--- config.mk ---
export PLATFORM = sky130hd
export DESIGN_NAME = encode_out
export DESIGN_NICKNAME = d
export VERILOG_FILES = /design/src/rtl/encode_out.sv
export SDC_FILE = /design/constraint.sdc
export NUM_CORES = 1
export LEC_CHECK = 0
export CAP_MARGIN = 25
export CORE_MARGIN = 5
export CORE_UTILIZATION = 61
export DETAILED_ROUTE_END_ITERATION = 16
export GPL_ROUTABILITY_DRIVEN = 0
export GPL_TIMING_DRIVEN = 0
export PLACE_DENSITY_LB_ADDON = 0.25
export SKIP_CTS_REPAIR_TIMING = 1
export SLEW_MARGIN = 40
export SYNTH_ARGS = -nofsm -noshare
export SYNTH_HDL_FRONTEND = slang
export SYNTH_SLANG_ARGS = --single-unit
--- constraint.sdc ---
create_clock -name clk -period 5.3 [get_ports clk]
set_clock_uncertainty 0.15 [all_clocks]
set_input_delay 0.53 -clock clk [delete_from_list [all_inputs] [get_ports clk]]
set_output_delay 0.53 -clock clk [all_outputs]
set_load 0.02 [all_outputs]
--- src/rtl/encode_out.sv ---
// LZS encoder back end: packs 1..13-bit codes MSB-first into 64-bit FIFO words.
// Optional build macro ENCODE_OUT_BSWAP_EN byte-reverses fo_data for little-endian hosts.
module encode_out #(
  parameter int IN_WIDTH       = 13,
  parameter int NEED_STR_WIDTH = 4,
  parameter int OUT_WIDTH      = 64,
  parameter int LZF_WIDTH      = 20
) (
  input  logic                      clk,
  input  logic                      rst,
  input  logic                      ce,
  input  logic [IN_WIDTH-1:0]       code_data,
  input  logic [NEED_STR_WIDTH-1:0] code_width,
  input  logic                      code_valid,
  input  logic                      code_last,
  output logic                      code_ack,
  input  logic                      fo_full,
  output logic [OUT_WIDTH-1:0]      fo_data,
  output logic                      fo_valid,
  output logic                      fo_last,
  output logic [LZF_WIDTH-1:0]      enc_cnt,
  output logic                      enc_done
);

  localparam int FILL_W = $clog2(OUT_WIDTH);
  localparam int SUM_W  = FILL_W + 1;
  localparam int SH_W   = FILL_W + 2;
  localparam int WIDE_W = 2 * OUT_WIDTH;

  typedef enum logic [1:0] {RUN = 2'd0, FLUSH = 2'd1, DONE = 2'd2} state_t;

  state_t                    state_r, state_nx_s;
  logic [OUT_WIDTH-1:0]      acc_r, acc_nx_s;
  logic [FILL_W-1:0]         fill_r, fill_nx_s;
  logic [LZF_WIDTH-1:0]      enc_cnt_r, cnt_nx_s;
  logic [OUT_WIDTH-1:0]      fo_data_r, data_nx_s;
  logic                      fo_valid_r, fo_last_r, enc_done_r;
  logic                      wr_s, wr_last_s, done_s, code_ack_s;
  logic                      width_ok_s, word_done_s;
  logic [NEED_STR_WIDTH-1:0] w_s;
  logic [IN_WIDTH-1:0]       code_m_s;
  logic [SUM_W-1:0]          sum_s;
  logic [SH_W-1:0]           shamt_s;
  logic [WIDE_W-1:0]         wide_s;

  function automatic logic [OUT_WIDTH-1:0] out_order(input logic [OUT_WIDTH-1:0] word);
    logic [OUT_WIDTH-1:0] res;
`ifdef ENCODE_OUT_BSWAP_EN
    for (int i = 0; i < OUT_WIDTH / 8; i++) begin
      res[8*i +: 8] = word[OUT_WIDTH-8-8*i +: 8];
    end
`else
    res = word;
`endif
    return res;
  endfunction

  // Illegal widths are acked but treated as zero-length codes.
  assign width_ok_s  = (code_width >= NEED_STR_WIDTH'(1)) && (code_width <= NEED_STR_WIDTH'(IN_WIDTH));
  assign w_s         = width_ok_s ? code_width : NEED_STR_WIDTH'(0);
  assign code_m_s    = code_data & ((IN_WIDTH'(1'b1) << w_s) - IN_WIDTH'(1'b1));
  assign sum_s       = SUM_W'(fill_r) + SUM_W'(w_s);
  assign word_done_s = sum_s >= SUM_W'(OUT_WIDTH);
  // The upper half of wide_s is the (possibly completed) word, the lower half the carry.
  assign shamt_s     = SH_W'(WIDE_W) - SH_W'(sum_s);
  assign wide_s      = {acc_r, OUT_WIDTH'(1'b0)} | (WIDE_W'(code_m_s) << shamt_s);
  assign code_ack_s  = rst & ce & code_valid & ~fo_full & (state_r == RUN);

  // Next-state, accumulator and write-strobe decode.
  always_comb begin
    state_nx_s = state_r;
    acc_nx_s   = acc_r;
    fill_nx_s  = fill_r;
    cnt_nx_s   = enc_cnt_r;
    data_nx_s  = fo_data_r;
    wr_s       = 1'b0;
    wr_last_s  = 1'b0;
    done_s     = 1'b0;
    case (state_r)
      RUN: begin
        if (code_ack_s) begin
          if (word_done_s) begin
            wr_s      = 1'b1;
            data_nx_s = out_order(wide_s[WIDE_W-1:OUT_WIDTH]);
            acc_nx_s  = wide_s[OUT_WIDTH-1:0];
            fill_nx_s = FILL_W'(sum_s - SUM_W'(OUT_WIDTH));
            cnt_nx_s  = enc_cnt_r + LZF_WIDTH'(1'b1);
          end else begin
            acc_nx_s  = wide_s[WIDE_W-1:OUT_WIDTH];
            fill_nx_s = FILL_W'(sum_s);
          end
          if (code_last) begin
            if (fill_nx_s == FILL_W'(0)) begin
              state_nx_s = DONE;
              wr_last_s  = word_done_s;
            end else begin
              state_nx_s = FLUSH;
            end
          end else begin
            state_nx_s = RUN;
          end
        end else begin
          state_nx_s = RUN;
        end
      end
      FLUSH: begin
        if (ce && !fo_full) begin
          wr_s       = 1'b1;
          wr_last_s  = 1'b1;
          data_nx_s  = out_order(acc_r);
          cnt_nx_s   = enc_cnt_r + LZF_WIDTH'(1'b1);
          state_nx_s = DONE;
        end else begin
          state_nx_s = FLUSH;
        end
      end
      DONE: begin
        if (ce) begin
          done_s     = 1'b1;
          acc_nx_s   = OUT_WIDTH'(1'b0);
          fill_nx_s  = FILL_W'(0);
          cnt_nx_s   = LZF_WIDTH'(0);
          state_nx_s = RUN;
        end else begin
          state_nx_s = DONE;
        end
      end
      default: begin
        state_nx_s = RUN;
      end
    endcase
  end

  // FSM state register.
  always_ff @(posedge clk or negedge rst) begin
    if (!rst) begin
      state_r <= RUN;
    end else begin
      state_r <= state_nx_s;
    end
  end

  // Datapath and output registers; the write strobes self-clear every clock.
  always_ff @(posedge clk or negedge rst) begin
    if (!rst) begin
      acc_r      <= OUT_WIDTH'(1'b0);
      fill_r     <= FILL_W'(0);
      enc_cnt_r  <= LZF_WIDTH'(0);
      fo_data_r  <= OUT_WIDTH'(1'b0);
      fo_valid_r <= 1'b0;
      fo_last_r  <= 1'b0;
      enc_done_r <= 1'b0;
    end else begin
      acc_r      <= acc_nx_s;
      fill_r     <= fill_nx_s;
      enc_cnt_r  <= cnt_nx_s;
      fo_data_r  <= data_nx_s;
      fo_valid_r <= wr_s;
      fo_last_r  <= wr_last_s;
      enc_done_r <= done_s;
    end
  end

  assign code_ack = code_ack_s;
  assign fo_data  = fo_data_r;
  assign fo_valid = fo_valid_r;
  assign fo_last  = fo_last_r;
  assign enc_cnt  = enc_cnt_r;
  assign enc_done = enc_done_r;

endmodule

==> impl_results.md <==
* Outcome: finished clean
* Tot GR Track Use at a little under a third
* Via count at 8575
* Master of the slowest instance on the critical path: sky130_fd_sc_hd__clkdlybuf4s50_1
* Final design area excluding fillers at 11100 µm²
* Switching power total at 0.00362 W
* Area Growth Syn to Fin at 23.7%
* Internal power contribution at 0.00376 W
* Starting density of the core at 61.7%
* Synthesized-area fraction occupied by and/or/nand/nor cells at 23.0%
* Count of buffer and inverter cells on the critical path at 9
* Post-synth ARST share at 100%
* Cells after DPL at 1292
* Share of cell area taken by muxes after synthesis at 2.67%
* DIE WIDTH at between 100 and 150 µm
* Number of synthesized flops with an enable pin at 0
* Final critical path time including I/O delays and setup at 5.11 ns
* Number of buffers created by CTS at 17
* Die Span Y at 131 µm
* Distinct cell type count of the synthesized netlist at 104
* Area of the mapped netlist at between 8000 and 9000 µm²
* Worst Max-Slew Pin Slew at 0.827 ns
* Die Area at ~17000 µm²
* Detail Route Antenna Nets at 0
* Total number of clock tree sinks at 159
* Most frequent cell on the critical path: sky130_fd_sc_hd__buf_2
* Via count of the first global-routing pass at just over 8000
* Ordered list of cells on the worst path: clkdlybuf4s50_1, buf_2, buf_2, nand3_1, buf_2, and2_1, ha_1, inv_1, buf_2, ha_1, buf_2, clkbuf_4, clkbuf_4, and3b_1, a31oi_1, o21ai_1, o21ai_0, o22ai_2, a32oi_1, o21ai_0
* Clk slew on worst S/H paths at 0.07 ns
* Clock Root Buffer: sky130_fd_sc_hd__clkbuf_16
* Leak pwr at 4.83 nW
* Placeable Area at 14500 µm²
* Core Rows at 44
* Layout Cells excl Fill at between 1000 and 1500
* IR Drop Worst-Case VDD at 0.587 mV
* Number of nets in the layout at 1161
* H-Tree Level Count at 4
* Synthesis warning total at 0
* Final slew viol count at 0
* Share of the clock period used by the worst path after layout at between 90% and 100%
* Half-perimeter wire length of the detailed placement result at 19300 µm
* Worst Setup Path Type: input pin to flip-flop
* Routed Wire Length at 26500 µm
* Syn avg cell area at 8.97 µm²
* Maximum single-stage delay on the critical path at 0.49 ns
* Sw Share at 49.0%
* Adder-Cell Fraction of Synth Area at 1.20%
* Layout cells sized above 1 at between 10% and 20%
* Combinational family with the most area after synthesis: simple AND/OR/NAND/NOR gates
* Pin count of the biggest net entering global routing at 79
* Clock tree buffer depth at 2
* Clock insertion delay at the later pin of the skew report at 0.43 ns
* Type of element capturing the critical path: flip-flop
* Count of antenna diodes in the layout at 0
* Class of the tightest hold or removal check: flip-flop to flip-flop
* Number of instances in the synthesized netlist at 996
* # port buffers at 110
* Commonest cells after routing, fill and taps aside: sky130_fd_sc_hd__nand2_1 (189), sky130_fd_sc_hd__dfrtp_1 (159), sky130_fd_sc_hd__clkdlybuf4s50_1 (109)
* Flip-flop and latch count after synthesis at 159
* Violation count after the first detailed-route iteration at 1030
* Number of iterations in the first detailed-routing pass at 8
* Ratio of routed vias to standard cells at 6.46
* WL/cell at 19.9 µm
* Part of the power in registers at 23.1%
* Proportion of power drawn by the clock network at roughly 16%
* CTS tree: yes
* Kind of cell with the highest combined delay on the critical path: buffers and inverters
* Count of final setup violators at 0
* Remaining max-slew budget at the tightest pin at 44.3%
* Global routing usage on met2 at about half
* Post-Place Cell Area at 10300 µm²
* Endpoint required time on the critical path at between 5 and 6 ns
* Final Hold Fails at 0
* Most common flop cell mapped by yosys: sky130_fd_sc_hd__dfrtp_1
* Syn Nets at 1027
* Total global routing overflow at 0
* Fraction of the yosys area taken by sequential cells at 44.5%
* Most common cell after layout, fill and taps aside: sky130_fd_sc_hd__nand2_1
* Met3 capacity usage during global routing at 6.30%
* GR met1 Demand/Resource at 41.9%
* Antenna violations before repair at 0
* Worst Setup Start Kind: input pin
* Top achievable clock speed at 196 MHz
* Wire length of the first global-routing pass at 41600 µm
* Number of max-capacitance violations reported at 0
* Remaining routing DRC violations at 0
* Share of the synthesized area in compound gates (AO/OA/AOI/OAI) at 21.1%
* Layer carrying the most global-route usage: met2
* Arrival time at the worst endpoint at approximately 5.2 ns
* Xor/xnor cell area share of the yosys netlist at ~2.9%
* Number of I/O pins at between 100 and 150
* CP max FO at 10
* Combinational share of power at 60.5%
* Pwr dens at 667 nW/µm²
## Yosys cell counts (8+ instances only)
library cell | count | area share (%)
sky130_fd_sc_hd__a21oi_1 | 51 | 2.9
sky130_fd_sc_hd__a31oi_1 | 9 | 0.63
sky130_fd_sc_hd__and2_1 | 10 | 0.70
sky130_fd_sc_hd__buf_2 | 22 | 1.2
sky130_fd_sc_hd__clkbuf_1 | 25 | 1.0
sky130_fd_sc_hd__dfrtp_1 | 159 | 45
sky130_fd_sc_hd__inv_1 | 25 | 1.0
sky130_fd_sc_hd__mux2i_1 | 11 | 1.2
sky130_fd_sc_hd__nand2_1 | 189 | 7.9
sky130_fd_sc_hd__nand2b_1 | 10 | 0.70
sky130_fd_sc_hd__nand3_1 | 22 | 1.2
sky130_fd_sc_hd__nand4_1 | 23 | 1.6
sky130_fd_sc_hd__nor2_1 | 83 | 3.5
sky130_fd_sc_hd__nor3_1 | 20 | 1.1
sky130_fd_sc_hd__o211ai_1 | 13 | 1.1
sky130_fd_sc_hd__o21ai_0 | 74 | 4.1
sky130_fd_sc_hd__o21ai_1 | 8 | 0.45
sky130_fd_sc_hd__o22ai_1 | 20 | 1.4
sky130_fd_sc_hd__or3_1 | 11 | 0.77
sky130_fd_sc_hd__xnor2_1 | 12 | 1.2
## per-stage QoR
stage          hold slack [ns]  setup WS [ns]  total power, W  TNS [ns]  util (%)
2_1_floorplan           0.0844          0.904         0.00445         0         -
3_3_place_gp             0.300          -3.65         0.00565   -974.38      70.9
3_5_place_dp             0.274         -0.708         0.00574    -24.44      71.3
4_1_cts                 -0.184         -0.248         0.00694     -1.87      75.3
5_1_grt                  0.331        -0.0205         0.00771   -0.0789      76.4
6_report                 0.315          0.187         0.00738         0      76.4
## power by group through the flow
stage | clock network (W) | logic (W) | registers (W)
4_1_cts | 0.00121 | 0.00404 | 0.00170
6_report | 0.00121 | 0.00447 | 0.00171
5_1_grt | 0.00126 | 0.00471 | 0.00174
3_5_place_dp | 0 | 0.00402 | 0.00172
2_1_floorplan | 0 | 0.00259 | 0.00186
3_3_place_gp | 0 | 0.00394 | 0.00171
## tightest hold or removal path, cell delays in order, from the launching register on
cell                      delay, ns
sky130_fd_sc_hd__dfrtp_1       0.34
sky130_fd_sc_hd__nand2_1       0.05
sky130_fd_sc_hd__nand2_1       0.04
## cell type report
type | count | area [µm²]
buffer | 60 | 327
clock buffer | 17 | 425
clock inverter | 15 | 155
fill | 1010 | 3420
inverter | 26 | 97.6
multi-input combinational | 751 | 4660
sequential | 159 | 3980
tap | 184 | 230
timing repair buffer | 115 | 1190
## state kept, by name (all words and copies together) (netlist names)
| name | count |
|---|---|
| enc_cnt | 20 |
| fill_r | 6 |
| enc_done | 1 |
| fo_valid | 1 |
| acc_r | 64 |
| fo_data | 64 |
| fo_last | 1 |
| state_r | 2 |
## kinds of logic (layout without fill, tap and decap cells)
| logic type | count (synthesis) | count (layout) |
|---|---|---|
| AND/OR/NAND/NOR | 426 | 426 |
| AO/OA/AOI/OAI | 276 | 276 |
| flip-flops | 159 | 159 |
| buffers and inverters | 86 | 233 |
| XOR/XNOR | 21 | 21 |
| multiplexers | 20 | 20 |
| adder cells (fa/ha/maj) | 8 | 8 |
## metal layers
layer  routed length, µm  share of wire, %
met1               10500                40
met2               12200                46
met3                2470               9.3
met4                1280               4.8
met5                   0                 0
## path summary, 6_finish.rpt
check                              start           to  slack, ns  cells past startpoint
min                          fo_data[37]  fo_data[37]       0.32                      2
min in group asynchronous            rst   enc_cnt[8]       0.44                      2
max                        code_width[2]    acc_r[42]       0.19                     20
max reg2reg                    fill_r[0]    acc_r[42]       1.33                     14
max in group asynchronous            rst  fo_data[13]       3.88                      3
min reg2reg                  fo_data[37]  fo_data[37]       0.32                      2
Note: power is estimated with default switching activity, not from simulation.
